`config.mk`:
```
export PLATFORM = sky130hd
export DESIGN_NAME = memory_word_loader_flat
export DESIGN_NICKNAME = d
export VERILOG_FILES = /design/src/rtl/memory_word_loader_if.sv /design/src/rtl/memory_word_loader.sv /design/src/flat_wrapper.sv
export SDC_FILE = /design/constraint.sdc
export NUM_CORES = 1
export LEC_CHECK = 0
export ABC_AREA = 1
export CORE_ASPECT_RATIO = 1.2
export CORE_MARGIN = 2
export CORE_UTILIZATION = 56
export CTS_CLUSTER_SIZE = 28
export DETAILED_ROUTE_END_ITERATION = 16
export PLACE_DENSITY = 0.84
export SETUP_SLACK_MARGIN = 0.02
export SYNTH_ARGS = -nofsm -noshare
export SYNTH_HDL_FRONTEND = slang
export SYNTH_SLANG_ARGS = --single-unit
```
`constraint.sdc`:
```
create_clock -name CLOCK_50 -period 6.2 [get_ports CLOCK_50]
set_input_delay 1.55 -clock CLOCK_50 [delete_from_list [all_inputs] [get_ports CLOCK_50]]
set_output_delay 1.55 -clock CLOCK_50 [all_outputs]
set_load 0.1 [all_outputs]
```
`src/rtl/memory_word_loader_if.sv`:
```
// memory_word_loader_if: byte-stream input and memory write-port bundle for memory_word_loader
// The master side feeds bytes and start; the slave side is the loader itself.
interface memory_word_loader_if #(
   parameter int ADDR_W = 7,
   parameter int DATA_W = 30
);
   logic              start;
   logic              rx_valid;
   logic [7:0]        rx_byte;
   logic              rx_ready;
   logic              WR;
   logic [ADDR_W-1:0] wr_address_word;
   logic [DATA_W-1:0] wr_data_word;
   logic              busy;
   logic              done;
   logic [ADDR_W-1:0] word_count;
   logic              format_err;
   modport master (
      output start, rx_valid, rx_byte,
      input  rx_ready, WR, wr_address_word, wr_data_word, busy, done, word_count, format_err
   );
   modport slave (
      input  start, rx_valid, rx_byte,
      output rx_ready, WR, wr_address_word, wr_data_word, busy, done, word_count, format_err
   );
endinterface

```
`src/rtl/memory_word_loader.sv`:
```
// memory_word_loader: packs a little-endian byte stream into 30-bit words and writes them
// to sequential buffer addresses 0..WORDS-1, one write strobe per word.
module memory_word_loader #(
   parameter int WORDS  = 100,
   parameter int ADDR_W = 7,
   parameter int DATA_W = 30
) (
   input logic                CLOCK_50,
   input logic                RESET,
   memory_word_loader_if.slave bus
);
   typedef enum logic [1:0] {IDLE, COLLECT, WRITE, DONE} state_t;
   state_t            state, state_n;
   logic [1:0]        idx;
   logic [23:0]       pack;
   logic [ADDR_W-1:0] addr;
   logic              accept, last_byte, last_addr, restart;
   always_comb begin
      bus.rx_ready = state == COLLECT;
      accept       = bus.rx_valid && state == COLLECT;
      last_byte    = accept && idx == 2'd3;
      last_addr    = addr == ADDR_W'(WORDS - 1);
      restart      = bus.start && (state == IDLE || state == DONE);
      state_n      = state;
      case (state)
         IDLE, DONE: state_n = restart ? COLLECT : state;
         COLLECT:    state_n = last_byte ? WRITE : COLLECT;
         WRITE:      state_n = last_addr ? DONE : COLLECT;
         default:    state_n = IDLE;
      endcase
   end
   always_ff @(posedge CLOCK_50 or posedge RESET) begin
      if (RESET) state <= IDLE;
      else       state <= state_n;
   end
   // Earlier bytes shift down from the top, so after three bytes pack holds {b2,b1,b0}.
   always_ff @(posedge CLOCK_50 or posedge RESET) begin
      if (RESET) begin
         idx                 <= '0;
         pack                <= '0;
         addr                <= '0;
         bus.WR              <= 1'b0;
         bus.wr_address_word <= '0;
         bus.wr_data_word    <= '0;
         bus.busy            <= 1'b0;
         bus.done            <= 1'b0;
         bus.word_count      <= '0;
         bus.format_err      <= 1'b0;
      end else begin
         bus.WR   <= last_byte;
         bus.busy <= state_n == COLLECT || state_n == WRITE;
         if (restart) begin
            idx            <= '0;
            addr           <= '0;
            bus.word_count <= '0;
            bus.done       <= 1'b0;
            bus.format_err <= 1'b0;
         end
         if (accept) begin
            idx  <= idx + 2'd1;
            pack <= {bus.rx_byte, pack[23:8]};
         end
         if (last_byte) begin
            bus.wr_address_word <= addr;
            bus.wr_data_word    <= DATA_W'({bus.rx_byte, pack});
            if (|bus.rx_byte[7:6]) bus.format_err <= 1'b1;
         end
         if (state == WRITE) begin
            bus.word_count <= bus.word_count + 1'b1;
            bus.done       <= last_addr;
            addr           <= last_addr ? addr : addr + 1'b1;
         end
      end
   end
endmodule

```
`src/flat_wrapper.sv`:
```
// flat-port wrapper written by rule: the top's interface ports become plain ports
module memory_word_loader_flat 
#(
   parameter int WORDS  = 100,
   parameter int ADDR_W = 7,
   parameter int DATA_W = 30
)
  (CLOCK_50, RESET, bus_start, bus_rx_valid, bus_rx_byte, bus_rx_ready, bus_WR, bus_wr_address_word, bus_wr_data_word, bus_busy, bus_done, bus_word_count, bus_format_err);
  memory_word_loader_if #(.ADDR_W(ADDR_W), .DATA_W(DATA_W)) bus_i ();
  input logic CLOCK_50;
  input logic RESET;
  input wire logic [$bits(bus_i.start)-1:0] bus_start;
  input wire logic [$bits(bus_i.rx_valid)-1:0] bus_rx_valid;
  input wire logic [$bits(bus_i.rx_byte)-1:0] bus_rx_byte;
  output wire logic [$bits(bus_i.rx_ready)-1:0] bus_rx_ready;
  output wire logic [$bits(bus_i.WR)-1:0] bus_WR;
  output wire logic [$bits(bus_i.wr_address_word)-1:0] bus_wr_address_word;
  output wire logic [$bits(bus_i.wr_data_word)-1:0] bus_wr_data_word;
  output wire logic [$bits(bus_i.busy)-1:0] bus_busy;
  output wire logic [$bits(bus_i.done)-1:0] bus_done;
  output wire logic [$bits(bus_i.word_count)-1:0] bus_word_count;
  output wire logic [$bits(bus_i.format_err)-1:0] bus_format_err;
  assign bus_i.start = bus_start;
  assign bus_i.rx_valid = bus_rx_valid;
  assign bus_i.rx_byte = bus_rx_byte;
  assign bus_rx_ready = bus_i.rx_ready;
  assign bus_WR = bus_i.WR;
  assign bus_wr_address_word = bus_i.wr_address_word;
  assign bus_wr_data_word = bus_i.wr_data_word;
  assign bus_busy = bus_i.busy;
  assign bus_done = bus_i.done;
  assign bus_word_count = bus_i.word_count;
  assign bus_format_err = bus_i.format_err;
  memory_word_loader #(.WORDS(WORDS), .ADDR_W(ADDR_W), .DATA_W(DATA_W)) u_core (.CLOCK_50(CLOCK_50), .RESET(RESET), .bus(bus_i));
endmodule
```
Word-level counts from Yosys, hierarchy flattened
Index checks and enable logic that the tools add are counted.
- bits in registers: 83
- output and inout bits: 49
- logic and storage cells: 48
- equality and inequality tests: 8
- multiplexer cells: 15
- reduce and logical (&&, ||, !) cells: 11
- $add $sub $neg: 3
- operator list (operator ; number):
    7-bit two-way mux ; 4
    7-bit by 1-bit adder with 7-bit output (second input constant) ; 2
    2-bit two-way mux ; 5
    2-bit equality test (second input constant) ; 4
    7-bit equality test (second input constant) ; 1
    2-bit case mux with 3 select lines ; 1
    1-bit two-way mux ; 5
    2-bit by 1-bit equality test with 1-bit output (second input constant) ; 2
    2-bit nonzero test ; 2
    2-bit OR reduction ; 2
    1-bit logical AND ; 3
    2-bit by 1-bit adder with 2-bit output (second input constant) ; 1
    2-bit logical NOT ; 1
    1-bit logical OR ; 2
    2-bit != test (second input constant) ; 1
    2-bit AND reduction ; 1

Longest topological paths before layout
Gate-level depths: netlist of the first run.
- word-level depth: 7
- depth in mapped cells: 10

Worst setup path before layout of the first run
No wires, ideal clock.
- path kind: register to output
- from: register u_core.state[1]
- to: output port bus_rx_ready
- arrival time: 1271 ps
- slack: 3379 ps
- cell stages (with the launch flop): 3
- required time: 4650 ps
- cells stage by stage: dfrtp_1 inv_1 ha_1
- word-level cells in the longest chain between the ends: 1
- ends and longest elaborated chain (item ; line ; source):
    from (decl) ; memory_word_loader.sv:13 ; state_t state, state_n;
    from (signal assigned) ; memory_word_loader.sv:34 ; else state <= state_n;
    2-bit by 1-bit equality test with 1-bit output ; memory_word_loader.sv:19 ; bus.rx_ready = state == COLLECT;
    to (decl) ; flat_wrapper.sv:15 ; output wire logic [$bits(bus_i.rx_ready)-1:0] bus_rx_ready;
No other way between the ends.

Final worst setup path of the first run
Ends and elaborated chain as after synthesis.

==> run summary, run 1 <==
The number of H-tree levels is 3. The total of buffers placed on input and output ports is 60. Summed over all layers, the global routing overflow is 0. The number of violations reported at the end of detailed-routing iteration 0 is 186. The average instance area after synthesis is 9.22 µm². STA classifies the critical path startpoint as a register.

The initial core utilization is 57.6%. The data required time at the worst endpoint came out at 4.65 ns. In the routed design, unresolved DRC markers number 0.

The total I/O pin count came out at 61. Setup violations remaining at the end of the flow were counted as 0. The critical path arrival is 2.24 ns.

The cell area that synthesis handed to floorplanning was 3440 µm². The number of vias in the routed layout is 2641. CTS saw 83 sinks.

The average routed wire per standard cell is 12.7 µm. The relative area change from synthesis to final layout is 23.1%. Cells fill 70.9% of the core in the end. The clock reaches the later pin of the worst-skew pair after 0.34 ns. The via density per instance came out at 5.10. The CTS buffer count is 9. The min-delay analysis places its worst path in the category register to register. After layout, the worst path uses 61.2% of the clock period. The filler-free cell count of the finished design is 518. The die extent in x is 75.6 µm. The height of the chip came out at 89.9 µm. The share of post-route cells with drive strength above 1 is 6.65%.

The final routed wirelength across all metal layers is 6600 µm. For the final database, setup skew stands at 0.00895 ns. The post-synthesis instance total is 373.

Along the worst path, the maximum fanout reaches 5. TritonCTS built the clock tree. The first global-routing pass estimated 11200 µm of wire.

The area of the core region is 5970 µm². The transition time of the tightest slew-check pin is 1.06 ns. In this run the clock root is driven by a clkbuf_8.

The flow ran to the end, and the final reports show no timing, DRC or antenna violations. The number of pins with negative max-slew slack in the final report came out at 0. By area the synthesized netlist is led by dfrtp_1 60%, nand2_1 14%, inv_1 3.4%. The aggregate negative setup slack is 0 ns. The clock-pin slew on the worst setup and hold paths is 0.08 ns. The fraction of synthesized cell area taken by the top area cell type came out at 60.4%. The most instantiated flip-flop cell in the synthesis netlist is dfrtp_1. The number of enable-type register cells in the synthesized netlist is 0. The sequential cell area fraction in the yosys report is 60.4%. The synthesized design spends more area on one cell type than any other, namely dfrtp_1. The largest net degree at the start of global routing came out at 60. Once placement completed, the tool counted placed cells totaling 502.

The first-pass iteration count of the detailed router came out at 5. The antenna diode count came out at 0. The tightest slew margin relative to the limit came out at 29.3%.

The number of nets in the finished design is 448. The post-CTS repair timing setup buffer count is 0. The number of global-route vias before repair is 2537. The number of gates given a new drive strength after cts came out at 0. On the final layout, the worst hold slack is 0.472 ns.

The timing-limited maximum frequency is 264 MHz. The endpoint kind of the worst setup timing path is an output port. In this run, synthesis produced a sequential element count of 83. The post-detailed-placement half-perimeter wirelength is 4500 µm. Of all flip-flops after synthesis, the portion carrying an async set or reset was 100%. Yosys printed 0 warnings. The die covers 6790 µm². The number of buffers on the longest clock path came out at 2.

The count of nets left with antenna violations after detail routing came out at 0. The hold violation count in the final report is 0. The last weighted congestion value of the routability-driven placer is 0.832. The total nets after synthesis came out at 390. The leading cell type in the layout, fill and taps excluded is nand2_1. The category of the critical setup timing path is register to output port. The top cell types in the final layout, fill and taps aside, are 130 x nand2_1, 83 x dfrtp_1, 60 x clkdlybuf4s50_1. The netlist uses 25 different library cells.

The initialized floorplan defines 31 standard-cell rows. Setup repair after global routing left no endpoint under its margin. In this run, post-CTS hold repair placed 0 buffers.

The number of antenna violations at the first check in global routing is 0. The total of max-cap violations came out at 0. The clock period minus final worst setup slack is 3.79 ns. For this run, the total global-route usage over all layers was measured as 21.4%.
==> state kept, by name, summed over array words and instances (netlist names) <==
name / cells
u_core.bus.done: 1
u_core.bus.word_count: 7
u_core.bus.WR: 1
u_core.bus.format_err: 1
u_core.bus.wr_data_word: 30
u_core.addr: 7
u_core.pack: 24
u_core.idx: 2
u_core.bus.busy: 1
u_core.bus.wr_address_word: 7
u_core.state: 2
==> through the flow <==
stage               area, µm²  setup WS (ns)
global route             4230           2.32
finish                   4230           2.41
global placement         4050           2.48
CTS                      4230           2.40
floorplan                3440           2.51
detailed placement       4050           2.38
==> kinds of logic after synthesis <==
kind of cell	synth area share (%)
AOI/OAI and AO/OA	8.00
buffers and inverters	6.73
DFF	60.4
muxes	1.60
xor gates and xnor gates	0.509
and+or+nand+nor	21.0
adders and majority gates	1.82
==> per-layer routing <==
metal	global-route usage [%]	share of wire [%]	up-vias
met5	0	0	-
met4	8.48	1.5	0
met3	5.49	4.2	8
met2	31.2	49	62
met1	30.9	45	1271
li1	-	-	1300
==> cells in the mapped netlist (2+ instances only) <==
master and number:
nand2_1 130, dfrtp_1 83, inv_1 31, o21ai_0 22
nand3_1 21, o21ai_1 20, nor2_1 17, a21oi_1 10
ha_1 5, buf_2 4, buf_4 4, buf_6 4
clkbuf_1 3, mux2_4 3, nand4_1 3, nand2_2 2
o21bai_1 2, xor2_1 2
==> critical path, stage by stage (launching register included) <==
cell,delay [ns]
dfrtp_1,0.38
inv_1,0.07
ha_1,0.27
clkdlybuf4s50_1,1.18
==> layout make-up <==
type / count / area (µm²)
tap: 82 / 103
multi-input combinational: 242 / 1130
inverter: 33 / 126
timing repair buffer: 62 / 616
sequential: 83 / 2080
fill: 473 / 1740
clock buffer: 12 / 155
clock inverter: 4 / 25.0
==> path summary, 6_finish.rpt <==
check	from	end	slack (ns)	cells past startpoint
max in group asynchronous	RESET	u_core.pack[19]$_DFFE_PP0P_	3.66	3
worst min-delay path	u_core.pack[0]$_DFFE_PP0P_	u_core.bus.wr_data_word[0]$_DFFE_PP0P_	0.47	2
worst max register to register	u_core.state[1]$_DFF_PP0_	u_core.bus.wr_data_word[6]$_DFFE_PP0P_	3.77	6
worst max-delay path	u_core.state[1]$_DFF_PP0_	bus_rx_ready	2.41	3
worst min register to register	u_core.pack[0]$_DFFE_PP0P_	u_core.bus.wr_data_word[0]$_DFFE_PP0P_	0.47	2
min in group asynchronous	RESET	u_core.addr[6]$_DFFE_PP0P_	1.51	2
Power of run 1 is not shown: default switching activity piles up to over one toggle a cycle in this logic, so the estimate is an artifact.
==> run 2, diff against run 1 <==
--- a/config.mk
+++ b/config.mk
@@ -8,10 +8,10 @@
 export ABC_AREA = 1
 export CORE_ASPECT_RATIO = 1.2
 export CORE_MARGIN = 2
-export CORE_UTILIZATION = 56
+export CORE_UTILIZATION = 47
 export CTS_CLUSTER_SIZE = 28
 export DETAILED_ROUTE_END_ITERATION = 16
-export PLACE_DENSITY = 0.84
+export PLACE_DENSITY = 0.75
 export SETUP_SLACK_MARGIN = 0.02
 export SYNTH_ARGS = -nofsm -noshare
 export SYNTH_HDL_FRONTEND = slang
==> constraint.sdc (replaced) <==
create_clock -name CLOCK_50 -period 3.45 [get_ports CLOCK_50]
set_input_delay 0.8625 -clock CLOCK_50 [delete_from_list [all_inputs] [get_ports CLOCK_50]]
set_output_delay 0.8625 -clock CLOCK_50 [all_outputs]
set_load 0.1 [all_outputs]
==> run 2 against run 1 <==
Net effect:
- cell area shrank 1.3%
- count of clock-buffer cells in the layout shrank 1
- sequential cell count unchanged
- routed wire length fell by 0.21%
- core utilization shrank 13 points
- register-to-register slack worse by 2.2 ns
- non-clock buffer count rose by 2
- critical endpoint unchanged
- sequential share of layout area increased by 0.66 points
- critical path type unchanged
- die area grew 18%
==> run summary, run 2 (synthesis results as in run 1) <==
The flow ran to the end, and the final reports show no timing, DRC or antenna violations. The final routed wirelength across all metal layers was 6590 µm (-0.21%). The full die area is 8020 µm² (+18%). The critical path arrival is 1.40 ns (-0.84 ns). The number of vias in the routed layout came out at 2549 (-3.5%).

The worst-case reg-to-reg path depth is 6 (unchanged). The area of the core region came out at 7190 µm² (+20%). Based on the critical path, the design can be clocked at up to 441 MHz.

The average routed wire per standard cell came out at 12.5 µm (-2.1%). The hold violation count in the final report was 0 (unchanged). In the layout the commonest cells are 130 x nand2_1, 83 x dfrtp_1, 52 x buf_4. The biggest fanout along the worst timing path came out at 5 (unchanged). The instance area after placement is 3970 µm² (-2.1%). The number of gates given a new drive strength after cts came out at 0 (unchanged).

The aggregate negative setup slack is 0 ns (unchanged). The number of buffers on the longest clock path was 2 (unchanged). The clock root buffer is clkbuf_8.

The count of nets left with antenna violations after detail routing is 0 (unchanged). The CTS buffer count came out at 9 (unchanged). The post-CTS repair timing setup buffer count was 0 (unchanged). The register with the highest flop count is u_core.bus.wr_data_word. The worst register-to-register path ends at u_core.bus.wr_data_word[6]$_DFFE_PP0P_.

The number of global-route vias before repair came out at 2362 (-6.9%). The relative area change from synthesis to final layout came out at 21.4%. The leading cell type in the layout, fill and taps excluded is nand2_1. The tightest slew margin relative to the limit is 50.4% (+21 points). The final instance area is 4180 µm² (-1.3%). In the final layout, the registers with the most flip-flops are u_core.bus.wr_data_word: 30 flops, u_core.pack: 24 flops. The number of flip-flops under the largest register name is 30 (unchanged).

The residual DRC count is 0 (unchanged). For this design, the slowest cell found on the critical path is dfrtp_1. The global-route usage over all layers is 18.3% (-3.1 points). TritonCTS built the clock tree. The signal on the critical path passes through inv_1 -> ha_1 -> buf_4.

The last weighted congestion value of the routability-driven placer was 0.781 (-6.1%). The number of H-tree levels is 3 (unchanged). The launch point of the worst hold path is u_core.pack[1]$_DFFE_PP0P_. The number of hold buffers added after CTS came to 0 (unchanged).

The path type of the worst min-delay path is register to register. The largest stage delay on the critical path is 0.39 ns (-0.79 ns). The total I/O pin count is 61 (unchanged). The total of buffers placed on input and output ports is 60 (unchanged). The post-detailed-placement half-perimeter wirelength came out at 4570 µm (+1.6%).

The worst hold margin is 0.477 ns (+0.00556 ns). The critical path is of the register to output port type. The largest net degree at the start of global routing came out at 44 (-27%). Setup repair after global routing left no endpoint under its margin. The multi-input combinational cell area came out at 1130 µm² (unchanged).

The clock latency on the worst-skew pair was 0.34 ns (about the same). The worst clock skew came to 0.00945 ns (+0.000506 ns). The number of pins with negative max-slew slack in the final report was 0 (unchanged).

For hold timing, the worst endpoint is u_core.bus.wr_data_word[1]$_DFFE_PP0P_. The data required time at the worst endpoint was 2.59 ns (-2.06 ns). The hold path depth came out at 2 (unchanged). STA classifies the critical path endpoint as an output port. The sort of element at the start of the critical path is a register.

The height of the chip is 97.7 µm (+8.8%). The sequential cell area came to 2080 µm² (unchanged). The final global-route overflow total came to 0 (unchanged). The number of antenna violations at the first check in global routing is 0 (unchanged). The initial core utilization is 47.9% (-9.7 points).

The total of max-cap violations is 0 (unchanged). The die extent in x is 82.1 µm (+8.7%). The period utilization is 65.7%. The clock-pin slew on the worst setup and hold paths came out at 0.08 ns (about the same). The number of violations reported at the end of detailed-routing iteration 0 came to 182 (-2.2%). The number of nets in the finished design came out at 450 (+0.45%). The number of placement rows was 34 (+9.7%). The antenna diode count came out at 0 (unchanged). Among cell families on the critical path, the largest total delay comes from buffers and inverters.

The final count of negative-setup-slack endpoints is 0 (unchanged). The global-route wire length before repair is 11200 µm (-0.12%). The first-pass iteration count of the detailed router came out at 4 (-1). The setup slack of the most critical reg-to-reg path is 1.53 ns (-2.24 ns). The clock period minus final worst setup slack came out at 2.27 ns. The number of inserted filler cells in the final layout came out at 656 (+39%). The clock net sink count was 83 (unchanged).

The source of the worst register-to-register timing path is u_core.state[1]$_DFF_PP0_. The share of post-route cells with drive strength above 1 came out at 18.0% (+11 points). The via density per instance came to 4.83 (-5.3%). The transition time of the tightest slew-check pin came out at 0.743 ns (-0.316 ns). The combined buffer and inverter count along the critical path came to 2 (unchanged).
## run 2: cell types whose count changed in the layout (fill, tap and decap cells not counted)
cell,before,now
bufinv_16,0,2
clkinvlp_4,2,1
buf_12,0,1
clkdlybuf4s50_1,60,11
clkbuf_1,1,2
buf_4,2,52
clkbuf_8,11,9
## run 2: worst max path at each step
stage | start | to | slack (ns) | cells past startpoint
floorplan | RESET | u_core.addr[0]$_DFFE_PP0P_ | 0.45 | 1
global placement | bus_rx_valid | u_core.bus.wr_data_word[6]$_DFFE_PP0P_ | 0.91 | 5
detailed placement | bus_rx_valid | u_core.bus.wr_data_word[19]$_DFFE_PP0P_ | 0.88 | 5
CTS | u_core.state[1]$_DFF_PP0_ | bus_rx_ready | 1.17 | 3
global route | u_core.state[1]$_DFF_PP0_ | bus_rx_ready | 1.10 | 3
finish | u_core.state[1]$_DFF_PP0_ | bus_rx_ready | 1.18 | 3
## run 2: routing by layer
metal  up-vias  part of all wire [%]  track usage, %
met5         -                     0               0
li1       1305                     -               -
met1      1190                    49            26.0
met3         6                   3.2            3.33
met2        48                    46            27.3
met4         0                   1.4            8.46
## run 2: cell type report
class                   instances  share of cell area, %
clock inverters                 5                   1.86
flip-flops and latches         83                   49.7
well taps                      90                   2.70
inverters                      33                   3.02
repair buffers                 64                   12.5
multi-input cells             242                   27.1
clock buffers                  11                   3.14
## run 2: worst reg2reg max path: cells and delay by family (launching register included)
family        cells  cell delay [ns]
fa+ha+maj         1             0.26
flops             1             0.39
simple gates      3             0.67
buf+inv           2             0.54
## run 2: per-stage QoR
step	instances	utilization, %	setup WS (ns)
6_report	528	58.1	1.18
2_1_floorplan	373	-	0.451
4_1_cts	528	58.1	1.17
3_5_place_dp	512	55.2	0.884
3_3_place_gp	512	55.2	0.910
5_1_grt	528	58.1	1.10
Power of run 2 is left out for the same reason.
==> run 3, diff against run 2 <==
--- a/config.mk
+++ b/config.mk
@@ -8,10 +8,10 @@
 export ABC_AREA = 1
 export CORE_ASPECT_RATIO = 1.2
 export CORE_MARGIN = 2
-export CORE_UTILIZATION = 47
+export CORE_UTILIZATION = 52
 export CTS_CLUSTER_SIZE = 28
 export DETAILED_ROUTE_END_ITERATION = 16
-export PLACE_DENSITY = 0.75
+export PLACE_DENSITY = 0.79
 export SETUP_SLACK_MARGIN = 0.02
 export SYNTH_ARGS = -nofsm -noshare
 export SYNTH_HDL_FRONTEND = slang
==> constraint.sdc (replaced) <==
create_clock -name CLOCK_50 -period 2.3 [get_ports CLOCK_50]
set_input_delay 0.575 -clock CLOCK_50 [delete_from_list [all_inputs] [get_ports CLOCK_50]]
set_output_delay 0.575 -clock CLOCK_50 [all_outputs]
set_load 0.1 [all_outputs]
==> run 3 against run 2 <==
Net effect:
- sequential share of layout area fell by 0.57 points
- count of clock-buffer cells in the layout unchanged
- first-iteration DRC count increased by 18%
- critical path depth did not move
- worst setup slack got worse by 0.79 ns
- largest cell class unchanged
==> run summary, run 3 (synthesis results as in run 1) <==
The flow ran to the end, and the final reports show no timing, DRC or antenna violations. The transition time of the tightest slew-check pin came to 0.566 ns (-0.177 ns). The height of the chip is 93.1 µm (-4.7%). The total of buffers placed on input and output ports was 60 (unchanged). The number of violations reported at the end of detailed-routing iteration 0 came out at 214 (+18%). The total I/O pin count came out at 61 (unchanged). The full die area came to 7290 µm² (-9.2%). More flip-flops sit in one register than any other, and that register is u_core.bus.wr_data_word. The clock tree from TritonCTS is yes.

The final count of negative-setup-slack endpoints came out at 0 (unchanged). The number of placement rows came to 32 (-5.9%). The initial core utilization came out at 53.7% (+5.9 points). Leaving out fill and tap cells, the most frequent cell in the layout is nand2_1.

Setup repair after global routing left no endpoint under its margin. The number of nets in the finished design came out at 454 (+0.89%). The die extent in x is 78.3 µm (-4.7%).

The number of antenna violations at the first check in global routing is 0 (unchanged). The critical path arrival is 1.33 ns (-0.07 ns). The first-pass iteration count of the detailed router is 4 (unchanged). The total of max-cap violations came out at 0 (unchanged). The global-route wire length before repair came to 11100 µm (-0.99%). The count of nets left with antenna violations after detail routing came to 0 (unchanged).

The instance area after placement came out at 4030 µm² (+1.6%). The CTS buffer count came out at 9 (unchanged). The final instance area came out at 4230 µm² (+1.2%).

The clock latency on the worst-skew pair is 0.35 ns (about the same). The post-detailed-placement half-perimeter wirelength is 4580 µm (+0.21%). In the final layout, the registers with the most flip-flops are u_core.bus.wr_data_word: 30 flops, u_core.pack: 24 flops. The top cell types in the final layout, fill and taps aside, are 130 x nand2_1, 83 x dfrtp_1, 53 x buf_4. The number of buffers on the longest clock path is 2 (unchanged). The worst clock skew came out at 0.0107 ns (+0.00129 ns). The aggregate negative setup slack came out at 0 ns (unchanged).

The via density per instance is 4.94 (+2.4%). The clock net sink count is 83 (unchanged). The cell count after placement is 511 (-0.20%). The post-CTS repair timing setup buffer count was 0 (unchanged). The final global-route overflow total came out at 0 (unchanged). STA classifies the critical path endpoint as an output port. The global-route usage over all layers is 19.4% (+1.1 points).

The share of post-route cells with drive strength above 1 is 19.0% (+0.97 points). The filler-free cell count of the finished design came out at 527 (-0.19%). The number of pins with negative max-slew slack in the final report came to 0 (unchanged). The number of hold buffers added after CTS came out at 0 (unchanged). In the finished design, the share of the clock period the worst path needs comes to 82.8%. The number of H-tree levels is 3 (unchanged). The critical path in this run is classified as register to output port. The area of the core region was 6410 µm² (-11%). The number of gates given a new drive strength after cts is 0 (unchanged).

The number of vias in the routed layout was 2604 (+2.2%). The number of global-route vias before repair came to 2416 (+2.3%). In this run the worst hold path is classified as register to register. The residual DRC count is 0 (unchanged). The number of inserted filler cells in the final layout came out at 510 (-22%). The final core utilization came out at 66.0% (+7.9 points). The final routed wirelength across all metal layers is 6440 µm (-2.2%). The cell sitting at the root of the clock tree is a clkbuf_8. The tightest slew margin relative to the limit came out at 62.2% (+12 points). The relative area change from synthesis to final layout came out at 22.8%. The antenna diode count came out at 0 (unchanged).

Static timing analysis puts the maximum clock frequency at 525 MHz. The data required time at the worst endpoint is 1.73 ns (-0.86 ns). The sort of element at the start of the critical path is a register.

The average routed wire per standard cell was 12.2 µm (-2.1%). The clock-pin slew on the worst setup and hold paths is 0.07 ns (about the same). The hold violation count in the final report is 0 (unchanged). Subtracting the final worst setup slack from the clock period gives 1.90 ns.

The number of flip-flops under the largest register name came out at 30 (unchanged). The largest net degree at the start of global routing is 34 (-23%). The last weighted congestion value of the routability-driven placer came out at 0.826 (+5.8%). The biggest fanout along the worst timing path is 5 (unchanged).
## run 3: metal layers
metal	wire [µm]	track usage, %	vias up
met5	0	0	-
met4	117	9.21	0
met3	253	2.51	10
met2	3000	29.7	62
met1	3070	27.8	1231
li1	-	-	1301
## run 3: final timing paths
kind,cells after the start,slack [ns],start,to
max,3,0.40,u_core.state[1]$_DFF_PP0_,bus_rx_ready
min,2,0.47,u_core.pack[1]$_DFFE_PP0P_,u_core.bus.wr_data_word[1]$_DFFE_PP0P_
max reg2reg,6,0.54,u_core.state[1]$_DFF_PP0_,u_core.pack[13]$_DFFE_PP0P_
min reg2reg,2,0.47,u_core.pack[1]$_DFFE_PP0P_,u_core.bus.wr_data_word[1]$_DFFE_PP0P_
max in group asynchronous,3,1.16,RESET,u_core.bus.wr_data_word[19]$_DFFE_PP0P_
min in group asynchronous,2,0.61,RESET,u_core.pack[13]$_DFFE_PP0P_
## run 3: cell type report
cell class | count | area [µm²] | area share (%)
repair buffers | 68 | 588 | 13.9
well taps | 85 | 106 | 2.52
clock inverters | 5 | 52.6 | 1.24
flip-flops and latches | 83 | 2080 | 49.1
inverters | 33 | 129 | 3.05
multi-input cells | 242 | 1130 | 26.8
clock buffers | 11 | 141 | 3.35
## run 3: through the flow
stage                     setup WS (ns)  hold WS [ns]
after global routing              0.331         0.507
final                             0.395         0.475
after detailed placement          0.250         0.461
after floorplan                   0.199         0.442
after global placement            0.322         0.458
after CTS                         0.379         0.480
## run 3: worst max-delay path, stage by stage, from the launching register on
cell and delay (ns):
dfrtp_1 0.38, inv_1 0.07, ha_1 0.32, buf_12 0.22
Power of run 3 is left out for the same reason.
